$ cat src/rtl/uart_cmd_sequencer.sv
// ============================================================================
// Module      : uart_cmd_sequencer
// Description : Frames UART command bytes into I2C instructions and commits
//               them to the instruction queue with one aligned write strobe.
// Revision    : 1.0 - initial release
// ============================================================================
`default_nettype none

module uart_cmd_sequencer #(
  parameter logic [7:0] HEADER  = 8'hA5,
  parameter int         TIMEOUT = 100000
) (
  input  logic        clk,
  input  logic        reset,
  input  logic [7:0]  rx_data,
  input  logic        rx_valid,
  input  logic        buffers_full,
  output logic [7:0]  addr_pointer,
  output logic [7:0]  mode,
  output logic [15:0] wr_data,
  output logic        wr_addrbuffer,
  output logic        wr_opbuffer,
  output logic        wr_databuffer1,
  output logic        wr_databuffer2,
  output logic        initiate,
  output logic        cmd_error,
  output logic        rx_dropped,
  output logic        busy
);

  localparam int                 c_CNT_W   = $clog2(TIMEOUT + 1);
  localparam logic [c_CNT_W-1:0] c_TIMEOUT = c_CNT_W'(TIMEOUT);

  typedef enum logic [2:0] {
    S_IDLE    = 3'd0,
    S_MODE    = 3'd1,
    S_ADDR    = 3'd2,
    S_DATA_LO = 3'd3,
    S_DATA_HI = 3'd4,
    S_CHECK   = 3'd5,
    S_COMMIT  = 3'd6
  } state_t;

  state_t             r_state;
  logic [c_CNT_W-1:0] r_cnt;
  logic [7:0]         r_csum;
  logic [1:0]         r_mode_s;
  logic [7:0]         r_addr_s;
  logic [7:0]         r_dlo;
  logic [7:0]         r_dhi;
  logic [7:0]         r_addr;
  logic [7:0]         r_mode;
  logic [15:0]        r_wdata;
  logic               r_err;
  logic               r_drop;

  logic w_in_frame;
  logic w_expired;
  logic w_commit;

  assign w_in_frame = (r_state == S_MODE) || (r_state == S_ADDR) ||
                      (r_state == S_DATA_LO) || (r_state == S_DATA_HI) ||
                      (r_state == S_CHECK);
  assign w_expired  = (r_cnt == c_TIMEOUT);
  assign w_commit   = (r_state == S_COMMIT) && !buffers_full;

  always_ff @(posedge clk or negedge reset) begin
    if (!reset) begin
      r_state  <= S_IDLE;
      r_cnt    <= '0;
      r_csum   <= 8'h00;
      r_mode_s <= 2'b00;
      r_addr_s <= 8'h00;
      r_dlo    <= 8'h00;
      r_dhi    <= 8'h00;
      r_addr   <= 8'h00;
      r_mode   <= 8'h00;
      r_wdata  <= 16'h0000;
      r_err    <= 1'b0;
      r_drop   <= 1'b0;
    end else begin
      r_err  <= 1'b0;
      r_drop <= 1'b0;

      // Any accepted byte restarts the inter-byte window; counter saturates.
      if (!w_in_frame || rx_valid) begin
        r_cnt <= '0;
      end else if (!w_expired) begin
        r_cnt <= r_cnt + 1'b1;
      end

      if (w_in_frame && !rx_valid && w_expired) begin
        r_err   <= 1'b1;
        r_state <= S_IDLE;
      end else begin
        unique case (r_state)
          S_IDLE: begin
            if (rx_valid && (rx_data == HEADER)) begin
              r_state <= S_MODE;
              r_csum  <= 8'h00;
              r_dlo   <= 8'h00;
              r_dhi   <= 8'h00;
            end
          end
          S_MODE: begin
            if (rx_valid) begin
              if (rx_data[7:2] == 6'd0) begin
                r_mode_s <= rx_data[1:0];
                r_csum   <= r_csum ^ rx_data;
                r_state  <= S_ADDR;
              end else begin
                r_err   <= 1'b1;
                r_state <= S_IDLE;
              end
            end
          end
          S_ADDR: begin
            if (rx_valid) begin
              r_addr_s <= rx_data;
              r_csum   <= r_csum ^ rx_data;
              r_state  <= r_mode_s[1] ? S_DATA_LO : S_CHECK;
            end
          end
          S_DATA_LO: begin
            if (rx_valid) begin
              r_dlo   <= rx_data;
              r_csum  <= r_csum ^ rx_data;
              r_state <= r_mode_s[0] ? S_DATA_HI : S_CHECK;
            end
          end
          S_DATA_HI: begin
            if (rx_valid) begin
              r_dhi   <= rx_data;
              r_csum  <= r_csum ^ rx_data;
              r_state <= S_CHECK;
            end
          end
          S_CHECK: begin
            if (rx_valid) begin
              if (rx_data == r_csum) begin
                // Publish payload now so it is stable when the strobes fire.
                r_addr  <= r_addr_s;
                r_mode  <= {6'd0, r_mode_s};
                r_wdata <= {r_dhi, r_dlo};
                r_state <= S_COMMIT;
              end else begin
                r_err   <= 1'b1;
                r_state <= S_IDLE;
              end
            end
          end
          S_COMMIT: begin
            if (!buffers_full) begin
              r_state <= S_IDLE;
            end else if (rx_valid) begin
              r_drop <= 1'b1;
            end
          end
          default: r_state <= S_IDLE;
        endcase
      end
    end
  end

  assign addr_pointer   = r_addr;
  assign mode           = r_mode;
  assign wr_data        = r_wdata;
  assign wr_addrbuffer  = w_commit;
  assign wr_opbuffer    = w_commit;
  assign wr_databuffer1 = w_commit;
  assign wr_databuffer2 = w_commit;
  assign initiate       = w_commit;
  assign cmd_error      = r_err;
  assign rx_dropped     = r_drop;
  assign busy           = (r_state != S_IDLE);

endmodule

`default_nettype wire

$ cat config.mk
export PLATFORM = sky130hd
export DESIGN_NAME = uart_cmd_sequencer
export DESIGN_NICKNAME = d
export VERILOG_FILES = /design/src/rtl/uart_cmd_sequencer.sv
export SDC_FILE = /design/constraint.sdc
export NUM_CORES = 1
export LEC_CHECK = 0
export BUFFER_PORTS_ARGS = -buffer_cell sky130_fd_sc_hd__buf_2
export CORE_MARGIN = 4
export CORE_UTILIZATION = 52
export CTS_CLUSTER_DIAMETER = 40
export DETAILED_ROUTE_END_ITERATION = 6
export PLACE_DENSITY = 0.76
export SKIP_LAST_GASP = 1
export SLEW_MARGIN = 20
export SYNTH_ARGS = -nofsm -noshare
export SYNTH_HDL_FRONTEND = slang
export SYNTH_SLANG_ARGS = --single-unit
$ cat constraint.sdc
create_clock -name clk -period 2 [get_ports clk]
set_input_delay 0.3 -clock clk [delete_from_list [all_inputs] [get_ports clk]]
set_output_delay 0.3 -clock clk [all_outputs]
set_load 0.01 [all_outputs]
**Yosys cells after proc, flatten, opt, wreduce, memory -nomap -nowiden**

Cells that the tools add are included.

- Output and inout port bits: 40
- Input port bits: 12
- Flip-flop bits (word level): 82
- Word-level logic and storage cells: 97

- Reduce and logical (&&, ||, !) cells: 26
- Bitwise logic cells: 2
- Equality and inequality tests: 23
- Add/subtract/negate cells: 1
- Multiplexer cells: 33

Operators with widths:

| cell | number |
|---|---|
| $mux W8 | 5 |
| $mux W17 | 2 |
| $pmux W8 S2 | 2 |
| $mux W3 | 10 |
| $pmux W8 S3 | 1 |
| $pmux W3 S7 | 1 |
| $ne A3 B2 Y1 const B | 6 |
| $add A17 B1 Y17 const B | 1 |
| $eq A17 B17 Y1 const B | 1 |
| $reduce_and A4 Y1 | 4 |
| $mux W1 | 10 |
| $eq A3 B3 Y1 const B | 3 |
| $eq A8 B8 Y1 | 1 |
| $eq A8 B8 Y1 const B | 1 |
| $ne A2 B2 Y1 const B | 4 |
| $xor A8 B8 Y8 | 1 |
| $reduce_and A7 Y1 | 1 |
| $eq A3 B2 Y1 const B | 2 |
| $logic_not A6 Y1 | 1 |
| $ne A2 B1 Y1 const B | 3 |
| $reduce_and A6 Y1 | 1 |
| $reduce_bool A3 Y1 | 2 |
| $logic_or A1 B1 Y1 | 5 |
| $logic_and A1 B1 Y1 | 4 |
| 10 further kinds | 13 |

**Depth between registers and ports, before layout**

Gate-level depths: netlist of run 1.

- Depth after elaboration: 9
- Depth in mapped cells: 7
- Gate-level depth less buffers: 7

**Worst setup path before layout of run 1**

Ideal clock, no wire load.

- Path type: flip-flop to output port
- Start: reg r_state[2]
- End: out wr_addrbuffer
- Stages on the path, launching flop included: 7
- Path slack: -29 ps
- Arrival: 1729 ps
- Buffers on the path: 4
- Required time: 1700 ps
- Path through: dfrtp_1 > clkbuf_1 > clkbuf_1 > buf_1 > nand3_1 > nor2_1 > buf_4

- Cells in the longest elaborated chain, start to end: 2

Ends and longest elaborated chain:

| what | RTL line | RTL |
|---|---|---|
| from (decl) | 44 | `state_t r_state;` |
| from (signal assigned) | 121 | `r_state <= r_mode_s[1] ? S_DATA_LO : S_CHECK;` |
| from (signal assigned) | 128 | `r_state <= r_mode_s[0] ? S_DATA_HI : S_CHECK;` |
| $eq A3 B3 Y1 | 65 | `assign w_commit = (r_state == S_COMMIT) && !buffers_full;` |
| $logic_and A1 B1 Y1 | 65 |  |
| to (decl) | 21 | `output logic wr_addrbuffer,` |

No other way between the ends.

**Worst setup path in the final report of run 1**

- Start: reg r_state[0]
- End: out wr_addrbuffer

The elaborated chain is that of the path after synthesis.

==> results.py, run 1 <==
metrics = {
    "routing": {
        "finalWirelength_um": 7980,
        "drtIter0Drc": 142,
        "drc": 0,
        "via_count": 2873,
        "dr.pass1.iters": 4,
        "ant_nets": 0,
        "post_drt_wl_per_cell_um": 15.0,
        "viasPerCell": 5.38,
    },
    "pwr": {
        "total_power_mw": 4.03,
        "powerDensity_nw_per_um2": 888,
        "ir_worst_vdd_mv": 0.447,
        "p_leak_nw": 2.20,
    },
    "grt": {
        "grtUsageTotal": 0.202,
        "grt_pass1_wl_um": 14000,
        "antenna_found_initial": 0,
        "grt_pass1_vias": 2865,
        "grt_max_degree": 46,
        "overflow": 0,
    },
    "clock_tree": {
        "clockRootBuffer": "clkbuf_8",
        "cts_tree": "built",
        "clk_path_buf_depth": 2,
        "cts_buffers": 9,
        "clock_latency_ns": 0.35,
        "postCtsSetupRepairBufs": 0,
        "path_clk_slew_ns": 0.08,
        "cts_sinks": 82,
        "htree_levels": 3,
    },
    "sta": {
        "finalSetupTns_ns": 0,
        "max_freq_mhz": 542,
        "maxSlewViolCount": 0,
        "fin_skew_ns": 0.0155,
        "layout_worst_path_cycle_share": 0.922,
        "finalHoldViolations": 0,
        "finalSetupViolations": 0,
        "layout_min_cycle_time_ns": 1.84,
        "relSlewSlack": 0.629,
        "rsz0062_at_grt": "no",
        "tightest_slew_ns": 0.557,
    },
    "final_layout": {
        "syn2layout_area_growth_pct": 16.2,
        "drive_gt1_frac": 0.310,
        "layout.nets": 444,
        "n_fill_cell": 625,
        "seqCellArea_um2": 2050,
        "stdcell_area_um2": 4540,
        "diodes": 0,
        "multi_input_area_um2": 1690,
    },
    "yosys": {
        "postSynthAreaPerCell_um2": 10.6,
        "async_flop_share": 1.00,
        "ys_types": 49,
        "synth_cells": 370,
        "synth_edf_count": 0,
        "synth-seq-area-share": 0.525,
        "syn_area_um2": 3910,
        "synthFlopType": "dfrtp_1",
        "synth_seq_cells": 82,
        "yosys_warnings": 0,
    },
    "floorplanning": {
        "initial_utilization": 0.536,
        "num_rows": 31,
        "die_x_um": 94.7,
        "design.die.area_um2": 8970,
        "die_h_um": 94.7,
        "coreArea_um2": 7290,
        "ios": 52,
    },
    "placed_design": {
        "place_area_um2": 4330,
        "io_buffers": 45,
        "finalWeightedCongestion": 0.874,
        "dp_hpwl_um": 5750,
    },
    "worst_setup_path": {
        "slowest_delay_ns": 0.37,
        "critPathSlowestCell": "dfrtp_1",
        "critPathRequiredTime_ns": 1.70,
        "crit_path_start_kind": "flop",
        "setup.worst_path.class": "flop to primary output",
        "path_max_fanout": 11,
        "critical_path_arrival_ns": 1.54,
        "crit_chain": "buf_4 > inv_1 > nand3_1 > nor2_2 > buf_2",
        "crit_path_end_kind": "primary output",
    },
    "status": {
        "outcome": "complete, no violations",
    },
    "run": {
        "maxCapViolations": 0,
    },
    "min_path": {
        "hp-class": "input port to flop",
    },
}
## placed cells by master (no fill, tap or decap), types with 3 or more instances in the layout
cell type   count
nor2_1         31
dfrtp_1        82
mux2_2         36
a21oi_1         3
conb_1          6
nand3_1        10
buf_2          44
nand2_1        31
o21ai_1        22
xor2_1          7
nor3_1          6
clkbuf_8       10
nand2b_1       16
inv_1          15
or3_1           3
buf_4          22
clkinvlp_4      4
xnor2_1        10
o21ai_0        13
and3_1          5
nand4_1        16
## worst max-delay path: cells and delay by family (launching register included)
kind | cells | cell delay (ns)
and+or+nand+nor | 2 | 0.32
buffers and inverters | 3 | 0.51
DFF | 1 | 0.37
## sequential cells by signal, indices dropped and copies added, names as in the netlist
register / cells
r_dhi: 8
r_state: 3
addr_pointer: 8
mode: 2
r_mode_s: 2
r_addr_s: 8
r_cnt: 17
r_csum: 8
wr_data: 16
rx_dropped: 1
cmd_error: 1
r_dlo: 8
## layer usage
| layer | wire length, µm | GRT usage | part of all wire | vias to the layer above |
|---|---|---|---|---|
| met5 | 0 | 0 | 0 | - |
| met4 | 114 | 0.0721 | 0.014 | 0 |
| met3 | 460 | 0.0438 | 0.058 | 7 |
| met2 | 3730 | 0.302 | 0.47 | 68 |
| met1 | 3680 | 0.290 | 0.46 | 1413 |
| li1 | - | - | - | 1385 |
## final timing paths
path                                         from                       to  slack [ns]  cells after the start
setup / recovery           r_state[0]$_DFFE_PN0P_            wr_addrbuffer        0.16                      5
hold / removal                       buffers_full     rx_dropped$_DFF_PN0_        0.21                      3
setup reg to reg           r_state[1]$_DFFE_PN0P_     r_dlo[4]$_DFFE_PN0P_        0.16                      5
hold reg to reg              r_dlo[7]$_DFFE_PN0P_     r_dlo[7]$_DFFE_PN0P_        0.49                      2
max in group asynchronous                   reset  r_mode_s[1]$_DFFE_PN0P_        0.93                      3
min in group asynchronous                   reset  wr_data[12]$_DFFE_PN0P_        0.46                      2
## synthesized netlist by cell type (all sizes together) (2+ instances only)
cell	number	area share
nand2b	16	0.026
nand4	16	0.026
nor2	33	0.032
ha	2	0.0064
nor4b	2	0.0045
xor2	7	0.016
or3	5	0.011
nor3b	2	0.0051
nand3	10	0.013
xnor2	10	0.022
clkbuf	6	0.0058
or2	2	0.0032
nor3	6	0.0077
a21oi	3	0.0038
a22o	2	0.0045
o21ai	37	0.049
and3	5	0.0080
dfrtp	82	0.52
mux2	36	0.10
buf	19	0.034
inv	15	0.014
and2	2	0.0032
a21o	2	0.0038
nand2	32	0.031
nor4	3	0.0064
## cells by family (layout without fill, tap and decap cells)
family	Yosys count	after routing	synth area share
buffers and inverters	40	100	0.0538
XOR/XNOR	17	17	0.0381
flip-flops	82	82	0.525
other	1	6	0.000959
AND/OR/NAND/NOR	139	139	0.186
multiplexers	37	37	0.106
AO/OA/AOI/OAI	52	52	0.0835
adder cells (fa/ha/maj)	2	2	0.00640
## through the flow
stage               instances  hold WS, ns   util  setup slack [ns]
floorplan                 375      0.00441      -            0.0661
global placement          517        0.329  0.593            0.0180
CTS                       534        0.196  0.621            0.0681
global route              534        0.210  0.623           0.00971
finish                    534        0.206  0.623             0.156
detailed placement        517        0.332  0.593           -0.0188
## cell type report
cell class / instances / area share
clock buffers: 10 / 0.0303
clock inverters: 6 / 0.0110
inverters: 15 / 0.0124
multi-input cells: 253 / 0.371
flip-flops and latches: 82 / 0.452
well taps: 99 / 0.0273
repair buffers: 69 / 0.0959
## power by group
part	switching (mW)	internal (mW)
clock network	0.620	0.497
registers	0.114	1.83
logic	0.559	0.411
## what timing repair did
item	4_1_cts	5_1_grt
endpoints found under the setup margin	1	7
cloned	0	0
endpoints found under the hold margin	44	0
hold buffers	1	0
resized for setup	1	3
Power figures use the tool's default switching activity.
==> inputs of run 2 (changes only) <==
- PLACE_DENSITY: 0.76 -> 0.74
==> run 2 against run 1 <==
Compared with the run above:
- clock power up 7%
- largest power group unchanged
- total power up 1.8%
- first-iteration DRC count up 81%
- die area unchanged
- non-clock buffer count down 2
- worst hold slack worse by 0.0029 ns
- setup slack worse by 0.079 ns
- combinational power down 0.6%
- sequential cell count unchanged
- global-route usage down 1.4 points
- clock-buffer cell count up 1
- final area down 0.17%
==> results.py, run 2 (synthesized netlist as in run 1, its figures left out) <==
metrics = {
    "status": {
        "outcome": "complete, no violations",
    },
    "final_layout": {
        "mostFrequentLayoutCells": "dfrtp_1, buf_2, mux2_2",
        "fin_util": 0.622,
        "syn2layout_area_growth_pct": 16.0,
        "drive_gt1_frac": 0.303,
        "layout.nets": 442,
        "largest-register": "r_cnt",
        "n_fill_cell": 616,
        "final_common_cell": "dfrtp_1",
        "largest_reg_flops": 17,
        "diodes": 0,
    },
    "worst_setup_path": {
        "crit_path_start_kind": "flop",
        "setup.worst_path.class": "flop to flop",
        "crit_chain": "or2_2 > or4_1 > a21o_1 > nand2_1 > o21ai_2",
        "critical_path_arrival_ns": 2.15,
        "critPathSlowestCell": "or4_1",
        "slowest_delay_ns": 0.53,
        "crit_path_end_kind": "flop",
        "path_max_fanout": 16,
        "critPathRequiredTime_ns": 2.22,
    },
    "sta": {
        "finalHoldViolations": 0,
        "fin_hold_ws_ns": 0.203,
        "finalSetupTns_ns": 0,
        "layout_setup_ws_ns": 0.0771,
        "relSlewSlack": 0.642,
        "tightest_slew_ns": 0.537,
        "finalSetupViolations": 0,
        "rsz0062_at_grt": "no",
        "maxSlewViolCount": 0,
        "max_freq_mhz": 520,
        "layout_min_cycle_time_ns": 1.92,
        "fin_skew_ns": 0.0106,
        "layout_worst_path_cycle_share": 0.961,
    },
    "floorplanning": {
        "initial_utilization": 0.536,
        "die_h_um": 94.7,
        "num_rows": 31,
        "design.die.area_um2": 8970,
        "ios": 52,
        "die_x_um": 94.7,
        "coreArea_um2": 7290,
    },
    "pwr": {
        "p_leak_nw": 2.20,
        "ir_worst_vdd_mv": 0.513,
        "total_power_mw": 4.11,
        "powerDensity_nw_per_um2": 906,
    },
    "placed_design": {
        "finalWeightedCongestion": 0.891,
        "dp_hpwl_um": 5410,
        "io_buffers": 45,
        "pre_cts_ws_ns": -0.0173,
    },
    "grt": {
        "overflow": 0,
        "grt_max_degree": 43,
        "grtUsageTotal": 0.187,
        "grt_pass1_vias": 2682,
        "grt_pass1_wl_um": 13100,
        "antenna_found_initial": 0,
    },
    "routing": {
        "finalWirelength_um": 7800,
        "drc": 0,
        "via_count": 2865,
        "dr.pass1.iters": 5,
        "ant_nets": 0,
        "drtIter0Drc": 257,
        "post_drt_wl_per_cell_um": 14.7,
        "viasPerCell": 5.39,
    },
    "clock_tree": {
        "clk_path_buf_depth": 2,
        "path_clk_slew_ns": 0.08,
        "postCtsSetupRepairBufs": 0,
        "cts_tree": "built",
        "clockRootBuffer": "clkbuf_8",
        "cts_sinks": 82,
        "cts_buffers": 9,
        "htree_levels": 3,
        "clock_latency_ns": 0.34,
    },
    "min_path": {
        "hp-class": "input port to flop",
    },
    "run": {
        "maxCapViolations": 0,
    },
}
[run 2: cell types whose count changed in the layout (fill, tap and decap cells not counted), sizes merged]
cell,change
inv,-2
clkinv,+3
bufinv,+1
clkinvlp,-3
buf,-2
clkbuf,+1
[run 2: what timing repair did]
item                                    4_1_cts  5_1_grt
gates cloned                                  0        0
gates resized for setup                       1        1
endpoints found under the hold margin        40        0
hold buffers                                  1        0
endpoints found under the setup margin        1        1
[run 2: metrics by stage]
step                      instance area [µm²]  cells
after floorplan                          3930    375
after global placement                   4310    515
after detailed placement                 4310    515
after CTS                                4530    532
after global routing                     4530    532
final                                    4530    532
[run 2: worst paths after layout]
kind                                        startpoint                     to  slack, ns  depth (start not counted)
worst max-delay path            r_state[1]$_DFFE_PN0P_   r_dlo[7]$_DFFE_PN0P_       0.08                          5
worst max register to register  r_state[1]$_DFFE_PN0P_   r_dlo[7]$_DFFE_PN0P_       0.08                          5
min in group asynchronous                        reset  r_cnt[16]$_DFFE_PN0P_       0.48                          2
worst min register to register    r_dlo[3]$_DFFE_PN0P_   r_dlo[3]$_DFFE_PN0P_       0.49                          2
max in group asynchronous                        reset   r_dhi[0]$_DFFE_PN0P_       0.91                          3
worst min-delay path                      buffers_full   rx_dropped$_DFF_PN0_       0.20                          3
[run 2: power by group]
group / leakage (nW) / internal [mW] / switching (mW)
clock network: 0.0997 / 0.618 / 0.578
logic: 0.993 / 0.410 / 0.554
registers: 1.10 / 1.83 / 0.114
total: 2.20 / 2.86 / 1.25
[run 2: cell type report]
type                    count  area [µm²]  area share
clock buffers              11         141      0.0312
clock inverters             5        63.8      0.0141
inverters                  15        56.3      0.0124
multi-input cells         253        1680       0.370
flip-flops and latches     82        2050       0.453
well taps                  99         124      0.0273
repair buffers             67         420      0.0927
[run 2: critical path, delay by kind of cell (launching register included)]
family / cells / cell delay [ns]
flops: 1 / 0.40
simple gates: 3 / 1.00
compound gates: 2 / 0.41
[run 2: metal layers]
metal,up-vias,track usage,routed length (µm)
met5,-,0,0
met2,97,0.290,3630
met4,0,0.0505,95
met1,1380,0.266,3530
met3,8,0.0438,542
li1,1380,-,-
==> inputs of run 3 (changes only) <==
==> constraint.sdc (replaced) <==
create_clock -name clk -period 2 [get_ports clk]
set_input_delay 0.2 -clock clk [delete_from_list [all_inputs] [get_ports clk]]
set_output_delay 0.2 -clock clk [all_outputs]
set_load 0.01 [all_outputs]
==> run 3 against run 2 <==
Compared with the run above:
- clock-buffer cell count shrank 1
- combinational power down 2.6%
- worst hold slack worse by 0.097 ns
- critical path depth stayed put
- non-clock buffer count up 1
- clock power increased by 13%
- setup slack gained 0.043 ns
- via count grew 2.2%
==> results.py, run 3 (synthesized netlist as in run 1, its figures left out) <==
metrics = {
    "worst_setup_path": {
        "setup.worst_path.class": "flop to flop",
        "critPathRequiredTime_ns": 2.23,
        "crit_path_end_kind": "flop",
        "critical_path_arrival_ns": 2.11,
        "path_max_fanout": 16,
        "r2r_cells": 5,
        "crit_path_start_kind": "flop",
    },
    "final_layout": {
        "mostFrequentLayoutCells": "dfrtp_1, buf_2, mux2_2",
        "n_fill_cell": 616,
        "fin_util": 0.624,
        "layout.nets": 443,
        "final_common_cell": "dfrtp_1",
        "drive_gt1_frac": 0.307,
        "syn2layout_area_growth_pct": 16.4,
        "largest_reg_flops": 17,
        "largest-register": "r_cnt",
        "diodes": 0,
    },
    "run": {
        "maxCapViolations": 0,
    },
    "sta": {
        "rsz0062_at_grt": "no",
        "finalSetupViolations": 0,
        "finalHoldViolations": 0,
        "fin_skew_ns": 0.0149,
        "max_freq_mhz": 532,
        "layout_min_cycle_time_ns": 1.88,
        "maxSlewViolCount": 0,
        "finalSetupTns_ns": 0,
        "layout_worst_path_cycle_share": 0.940,
    },
    "routing": {
        "post_drt_wl_per_cell_um": 15.5,
        "ant_nets": 0,
        "dr.pass1.iters": 4,
        "via_count": 2928,
        "drc": 0,
        "finalWirelength_um": 8270,
        "drtIter0Drc": 283,
        "viasPerCell": 5.50,
    },
    "floorplanning": {
        "initial_utilization": 0.536,
        "design.die.area_um2": 8970,
        "coreArea_um2": 7290,
        "num_rows": 31,
        "die_x_um": 94.7,
        "die_h_um": 94.7,
        "ios": 52,
    },
    "clock_tree": {
        "clk_path_buf_depth": 2,
        "cts_buffers": 9,
        "cts_sinks": 82,
        "path_clk_slew_ns": 0.08,
        "htree_levels": 3,
        "clockRootBuffer": "clkbuf_8",
        "cts_tree": "built",
        "clock_latency_ns": 0.36,
    },
    "grt": {
        "overflow": 0,
        "grtUsageTotal": 0.203,
        "antenna_found_initial": 0,
        "grt_pass1_wl_um": 14100,
        "grt_pass1_vias": 2932,
        "grt_max_degree": 43,
    },
    "placed_design": {
        "dp_hpwl_um": 5910,
        "finalWeightedCongestion": 0.891,
        "io_buffers": 45,
    },
    "pwr": {
        "ir_worst_vdd_mv": 0.532,
        "p_leak_nw": 2.22,
        "powerDensity_nw_per_um2": 936,
    },
    "status": {
        "outcome": "complete, no violations",
    },
    "min_path": {
        "hp-class": "input port to flop",
        "hold_path_depth": 3,
    },
}
[run 3: repair_timing]
action                                  4_1_cts  5_1_grt
gates resized for setup                       0        4
buffers inserted                              0        0
hold endpoints to repair                     17        0
hold buffers                                  1        0
endpoints found under the setup margin        0       23
[run 3: final timing paths]
path,startpoint,slack (ns),to
worst min-delay path,buffers_full,0.11,rx_dropped$_DFF_PN0_
worst max-delay path,r_state[0]$_DFFE_PN0P_,0.12,r_dlo[2]$_DFFE_PN0P_
worst max register to register,r_state[0]$_DFFE_PN0P_,0.12,r_dlo[2]$_DFFE_PN0P_
min in group asynchronous,reset,0.27,mode[1]$_DFFE_PN0P_
max in group asynchronous,reset,1.14,r_csum[4]$_DFFE_PN0P_
worst min register to register,r_dlo[0]$_DFFE_PN0P_,0.50,r_dlo[0]$_DFFE_PN0P_
[run 3: area by class of cell]
class / instances / area [µm²] / area share
Timing Repair Buffer: 68 / 415 / 0.0912
Tap cell: 99 / 124 / 0.0272
Inverter: 15 / 56.3 / 0.0124
Multi-Input combinational cell: 253 / 1680 / 0.369
Clock buffer: 10 / 138 / 0.0302
Clock inverter: 5 / 86.3 / 0.0190
Sequential cell: 82 / 2050 / 0.451
[run 3: per-stage QoR]
| stage | setup slack [ns] | instance area, µm² | instances | hold WS (ns) | power [mW] |
|---|---|---|---|---|---|
| 6_report | 0.120 | 4550 | 532 | 0.106 | 4.26 |
| 5_1_grt | 0.00206 | 4550 | 532 | 0.114 | 4.50 |
| 4_1_cts | 0.0274 | 4540 | 532 | 0.0896 | 4.27 |
| 3_5_place_dp | 0.0248 | 4300 | 516 | 0.0908 | 2.92 |
| 3_3_place_gp | 0.0817 | 4300 | 516 | 0.0890 | 2.87 |
| 2_1_floorplan | 0.0709 | 3930 | 375 | -0.0956 | 2.56 |
[run 3: per-layer routing]
layer	up-vias	part of all wire	GRT usage
li1	1376	-	-
met1	1458	0.44	0.275
met2	82	0.49	0.324
met3	12	0.057	0.0438
met4	0	0.014	0.0697
met5	-	0	0
[run 3: critical path, stage by stage, from the launching register on]
cell     delay (ns)
dfrtp_1        0.42
or2_2          0.30
or4_1          0.52
a21o_2         0.33
nand2_1        0.11
o21ai_1        0.07
[run 3: where the power goes]
| group | total, mW | internal (mW) | switching [mW] |
|---|---|---|---|
| clock network | 1.36 | 0.742 | 0.616 |
| registers | 1.97 | 1.83 | 0.133 |
| logic | 0.939 | 0.390 | 0.549 |
| total | 4.26 | 2.96 | 1.30 |
